--- config.mk ---
export PLATFORM = sky130hd
export DESIGN_NAME = mmio_slot_ctrl
export DESIGN_NICKNAME = d
export VERILOG_FILES = /design/src/rtl/mmio_slot_ctrl.sv
export SDC_FILE = /design/constraint.sdc
export NUM_CORES = 1
export LEC_CHECK = 0
export CORE_AREA = 2 2 262 264
export CTS_CLUSTER_SIZE = 20
export DETAILED_ROUTE_END_ITERATION = 8
export DIE_AREA = 0 0 264 266
export PLACE_DENSITY_LB_ADDON = 0.15
export SLEW_MARGIN = 20
export SYNTH_ARGS = -nofsm -noshare
export SYNTH_HDL_FRONTEND = slang
export SYNTH_SLANG_ARGS = --single-unit
export TNS_END_PERCENT = 50
--- constraint.sdc ---
create_clock -name clk -period 3.03 [get_ports clk]
set_clock_uncertainty 0.1 [all_clocks]
set_input_delay 0.7575 -clock clk [delete_from_list [all_inputs] [get_ports clk]]
set_output_delay 0.7575 -clock clk [all_outputs]
set_load 0.01 [all_outputs]
--- src/rtl/mmio_slot_ctrl.sv ---
// MMIO slot controller: turns one bus request into one single-cycle per-slot access.
// Latency: request accepted at edge N, slot strobe in cycle N+1, rsp_valid in cycle N+2.
// Backpressure: one transaction in flight; req_ready stays low until the response is consumed.
module mmio_slot_ctrl #(
  parameter int SLOT_BITS = 4,
  parameter logic [(2**SLOT_BITS)-1:0] SLOT_EN = '1
) (
  input  logic                        clk,
  input  logic                        reset,
  input  logic                        req_valid,
  output logic                        req_ready,
  input  logic                        req_write,
  input  logic [SLOT_BITS+4:0]        req_addr,
  input  logic [31:0]                 req_wdata,
  output logic                        rsp_valid,
  input  logic                        rsp_ready,
  output logic [31:0]                 rsp_rdata,
  output logic                        rsp_err,
  output logic [(2**SLOT_BITS)-1:0]   slot_cs,
  output logic [(2**SLOT_BITS)-1:0]   slot_read,
  output logic [(2**SLOT_BITS)-1:0]   slot_write,
  output logic [4:0]                  slot_addr,
  output logic [31:0]                 slot_wr_data,
  input  logic [32*(2**SLOT_BITS)-1:0] slot_rd_data
);

  localparam int NUM_SLOTS = 2**SLOT_BITS;

  typedef enum logic [1:0] {IDLE, ACCESS, RESP} state_t;

  state_t                r_state;
  state_t                w_next;
  logic                  r_write;
  logic [SLOT_BITS+4:0]  r_addr;
  logic [31:0]           r_wdata;
  logic [31:0]           r_rdata;
  logic                  r_err;

  logic [SLOT_BITS-1:0]  w_idx;
  logic                  w_en;
  logic [31:0]           w_rd_sel;
  logic [NUM_SLOTS-1:0]  w_cs;
  logic [NUM_SLOTS-1:0]  w_rd;
  logic [NUM_SLOTS-1:0]  w_wr;

  // Everything slot-facing comes from the captured request, never from req_* directly.
  assign w_idx    = r_addr[SLOT_BITS+4:5];
  assign w_en     = SLOT_EN[w_idx];
  assign w_rd_sel = slot_rd_data[{w_idx, 5'd0} +: 32];

  // State register.
  always_ff @(posedge clk) begin
    if (reset) r_state <= IDLE;
    else       r_state <= w_next;
  end

  // Next-state: accept in IDLE, spend exactly one ACCESS cycle, wait in RESP for the consumer.
  always_comb begin
    w_next = r_state;
    case (r_state)
      IDLE:    if (req_valid) w_next = ACCESS;
      ACCESS:  w_next = RESP;
      RESP:    if (rsp_ready) w_next = IDLE;
      default: w_next = IDLE;
    endcase
  end

  // Capture the request on acceptance; these also hold slot_addr/slot_wr_data between accesses.
  always_ff @(posedge clk) begin
    if (reset) begin
      r_write <= 1'b0;
      r_addr  <= '0;
      r_wdata <= '0;
    end else if (r_state == IDLE && req_valid) begin
      r_write <= req_write;
      r_addr  <= req_addr;
      r_wdata <= req_wdata;
    end
  end

  // Register the response at the end of ACCESS; it then stays put for the whole of RESP.
  always_ff @(posedge clk) begin
    if (reset) begin
      r_rdata <= '0;
      r_err   <= 1'b0;
    end else if (r_state == ACCESS) begin
      r_rdata <= (w_en && !r_write) ? w_rd_sel : 32'd0;
      r_err   <= ~w_en;
    end
  end

  // One-hot strobe decode; a disabled slot gets no strobe but still costs the ACCESS cycle.
  always_comb begin
    w_cs = {NUM_SLOTS{1'b0}};
    w_rd = {NUM_SLOTS{1'b0}};
    w_wr = {NUM_SLOTS{1'b0}};
    if (r_state == ACCESS && w_en) begin
      w_cs[w_idx] = 1'b1;
      if (r_write) w_wr[w_idx] = 1'b1;
      else         w_rd[w_idx] = 1'b1;
    end
  end

  assign req_ready    = (r_state == IDLE);
  assign rsp_valid    = (r_state == RESP);
  assign rsp_rdata    = r_rdata;
  assign rsp_err      = r_err;
  assign slot_cs      = w_cs;
  assign slot_read    = w_rd;
  assign slot_write   = w_wr;
  assign slot_addr    = r_addr[4:0];
  assign slot_wr_data = r_wdata;

endmodule

Word-level counts from Yosys, hierarchy flattened
Memories as Yosys holds them, arrays and structs flattened. A register that Yosys moved wholly into a read port is not among the register bits. Index checks and enable logic that the tools add are counted. W data, S select, Z words.

Register bits after elaboration: 77. Memory bits (read-only): 16. Memories: 1. Output and inout port bits: 120.

Reductions and logical operators: 7. Order comparisons: 2. Muxes and demuxes: 14. Eq/ne operators: 4. Shifts and indexed selects: 1. Bitwise logic cells: 1.

Memories: (name not given) (depth 16, bits a word 1, rd ports 1, clocked after Yosys merged registers in 1, write ports 0, RTL line 48) `assign w_en = SLOT_EN[w_idx];`.

Operator list (number): $shiftx A512 B10 Y32 (1); $mux W16 (5); $mux W32 (1); $mux W4 (2); $pmux W2 S3 (1); $lt A4 B5 Y1 const B (1); $demux W1 S4 (1); $ge A4 B1 Y1 const B (1); $logic_and A1 B1 Y1 (4); $mux W2 (2); $eq A2 B1 Y1 const B (1); $eq A2 B2 Y1 const B (1); $logic_not A2 Y1 (1); $mux W1 (2); $ne A2 B1 Y1 const B (1); $ne A2 B2 Y1 const B (1); $reduce_and A2 Y1 (1); $logic_not A1 Y1 (1); $not A1 Y1 (1).

Depth between registers and ports, before layout
Depth in word-level cells: 6. Mapped depth: 6. Depth with buffers taken out: 3.

Worst setup path after synthesis
Ideal clock, no wire load.

Path type: register to output. From: register r_addr[5]. To: output slot_cs[1]. Cell stages (with the launch flop): 7. Path slack: 0.637 ns. Arrival: 1.536 ns. Path through: dfxtp_1 buf_2 buf_6 buf_6 or3b_1 buf_2 nor3_1.

Word-level cells in the longest chain between the ends: 5.

RTL lines: from (decl) (RTL line 34) `logic [SLOT_BITS+4:0] r_addr;`; from (signal assigned) (RTL line 76) `r_addr <= req_addr;`; $lt A4 B5 Y1 (implied by the code) / $ge A4 B1 Y1 (equally long branches) (RTL line 98) `w_cs[w_idx] = 1'b1;`; $logic_and A1 B1 Y1 (implied by the code) (RTL line 98); $mux W1 (implied by the code) (RTL line 98); $demux W1 S4 * (RTL line 98); $mux W16 * (RTL line 97) `if (r_state == ACCESS && w_en) begin`; to (decl) (RTL line 19) `output logic [(2**SLOT_BITS)-1:0] slot_cs,`.

Every way passes the cells marked *; elsewhere a longest branch is shown, timed or not.

Worst setup path after layout
From: register r_state[1]. To: output slot_cs[7].

Word-level cells in the longest chain between the ends: 3.

RTL lines: from (decl) (RTL line 31) `state_t r_state;`; from (signal assigned) (RTL line 54) `else r_state <= w_next;`; $eq A2 B1 Y1 (RTL line 97); $logic_and A1 B1 Y1 (RTL line 97); $mux W16 (RTL line 97).

Every way passes these cells.

==> out/metrics.yaml <==
logic_synthesis:
  synthesis.area_mm2: 0.00735
  synthCells: 608
  ys_ff_latch: 76
  ys_seq_area_share_pct: 20.7
  synth_cell_types: 27
  synth_fp_nets: 1166
  yosys_warnings: 0
  avgSynthCellArea_um2: 12.1
sta:
  setup_viol: 0
  finalHoldViolations: 0
  rsz0062_at_grt: "yes"
  slew_headroom_pct: 35.3
  setup-tns-final_ns: 0
  slew_violations: 0
  max_freq_ghz: 0.339
  period_minus_slack_ns: 2.95
  worst_slew_pin_slew_ns: 0.971
  post-route-period-util_pct: 97.3
power_and_ir_drop:
  power.density_mw_per_mm2: 277
  ir_worst_vdd_mv: 0.271
  power_w: 0.00423
  p_leak_nw: 5.16
drt:
  firstDrtPassIters: 6
  vias_per_cell: 3.92
  wl_per_cell_um: 23.1
  num_vias: 8257
  post-route-drc-count: 0
  routed_wl_mm: 48.7
  drtIter0Drc: 415
  ant_nets: 0
critical_path:
  crit_slowest_cell: "clkdlybuf4s50_1"
  path_cells: "nand2b_2, or3b_4, nor2_1, clkdlybuf4s50_1"
  end_kind: "output port"
  start_kind: "flip-flop"
  arrival_ns: 2.09
  path_max_fanout: 11
  critPathKind: "reg2out"
  crit_required_ns: 2.17
  cp_top_family: "simple AND/OR/NAND/NOR gates"
  cp_num_buf_inv: 1
  cpPeakStageDelay_ns: 0.55
grt:
  antenna_found_initial: 2
  grt_pass1_wl_mm: 68.1
  grt_pass1_vias: 9099
  grt_usage_pct: 13.5
  grt_start_max_net_pins: 99
  grt_overflow: 0
finish:
  fillCellCount: 7252
  synthToLayoutAreaGrowth_pct: 108
  drive_gt1_share_pct: 16.9
  fin_util_pct: 22.6
  final_common_cell: "clkdlybuf4s50_1"
  final_cell_mix: "clkdlybuf4s50_1 (654), mux4_2 (128), mux2i_1 (74)"
  final_nets: 1776
clocking:
  cts_hold_buffers: 0
  clock_path_buffers: 2
  cts_num_sinks: 76
  cts_root_buf: "clkbuf_16"
  insertion_delay_ns: 0.38
  cts_made_buffers: 9
  tritoncts: "built"
  cts_max_level: 3
  cts.clk_slew.worst_paths_ns: 0.08
place:
  post-dp-hpwl_mm: 38.8
  numPortBuffers: 676
  gp_congestion: 0.819
floorplan:
  die_w_um: 264
  ios: 678
  start_util_pct: 10.9
  die_area_mm2: 0.0702
  die_h_um: 266
  core.rowCount: 96
  core_region_area_mm2: 0.0677
flow_run:
  cap_violations: 0
status:
  status: "complete, no violations"
hold_path:
  hold_path.class: "reg2reg"
==> final cells by class <==
class / count / area (um^2) / share of cell area [%]
antenna: 1 / 2.50 / 0.0163
clock inverter: 6 / 58.8 / 0.384
multi-input combinational: 438 / 5350 / 35.0
sequential: 76 / 1530 / 10.0
inverter: 1 / 3.75 / 0.0245
tap: 882 / 1100 / 7.21
timing repair buffer: 692 / 7000 / 45.7
clock buffer: 10 / 250 / 1.63
==> synthesized netlist by cell type (all sizes together) <==
cell | count | area [um^2]
a21oi | 1 | 5.00
and3b | 1 | 8.76
buf | 44 | 329
clkbuf | 49 | 184
conb | 1 | 3.75
dfxtp | 76 | 1520
inv | 1 | 3.75
mux2i | 74 | 741
mux4 | 128 | 2880
nand2 | 2 | 7.51
nand2b | 5 | 31.3
nand3b | 32 | 240
nand4 | 32 | 200
nand4b | 32 | 280
nor2 | 56 | 210
nor2b | 2 | 12.5
nor3 | 28 | 140
nor3b | 1 | 7.51
nor4 | 8 | 50.1
o2111ai | 32 | 468
or3 | 1 | 6.26
or3b | 1 | 8.76
or4 | 1 | 11.3
==> worst paths after layout <==
path / from / end / slack, ns / depth (start not counted)
max reg2reg: r_addr[5] / rsp_rdata[31] / 0.59 / 5
min: slot_wr_data[16] / slot_wr_data[16] / 0.39 / 2
min reg2reg: slot_wr_data[16] / slot_wr_data[16] / 0.39 / 2
max: r_state[1] / slot_cs[7] / 0.08 / 4
==> where the power goes <==
group	leakage (nW)	internal [W]	switching, W
clock	0.151	0.000631	0.000616
sequential	0.625	0.00107	0.0000505
combinational	4.38	0.00119	0.000675
==> repair_timing <==
| action | 4_1_cts | 5_1_grt |
|---|---|---|
| pin swaps | 1 | 0 |
| setup endpoints to repair | 40 | 17 |
| endpoints found under the hold margin | 0 | 0 |
| gates resized for setup | 13 | 18 |
| cloned | 0 | 0 |
| setup buffers | 1 | 0 |
==> routing by layer <==
| layer | up-vias | GRT usage, % | part of all wire [%] |
|---|---|---|---|
| li1 | 3740 | - | - |
| met1 | 4115 | 14.9 | 39 |
| met2 | 369 | 25.5 | 53 |
| met3 | 31 | 3.76 | 6.9 |
| met4 | 2 | 3.04 | 1.4 |
| met5 | - | 0 | 0.027 |
==> stage by stage <==
stage / hold slack (ns) / setup WS (ns) / instance area, um^2 / std cells
2_1_floorplan: 0.362 / 0.637 / 7350 / 608
3_3_place_gp: 0.372 / 0.242 / 15000 / 2088
3_5_place_dp: 0.380 / 0.209 / 15000 / 2088
4_1_cts: 0.400 / 0.00264 / 15300 / 2105
5_1_grt: 0.427 / -0.0157 / 15300 / 2106
6_report: 0.394 / 0.0830 / 15300 / 2106
==> flip-flops by register name (all words and copies together), names as in the netlist <==
register / flops
r_addr: 9
slot_wr_data: 32
r_write: 1
r_state: 2
rsp_rdata: 32
==> tightest hold or removal path, stage by stage, from the launching register on <==
cell,delay [ns]
dfxtp_1,0.33
mux2i_1,0.06
nor2_1,0.07
==> kinds of logic after synthesis <==
kind of cell,share of synthesized area [%]
buf+inv,7.03
other cells,0.0510
simple gates,16.5
compound gates,6.43
mux,49.3
flops,20.7
Note: power is estimated with default switching activity, not from simulation.
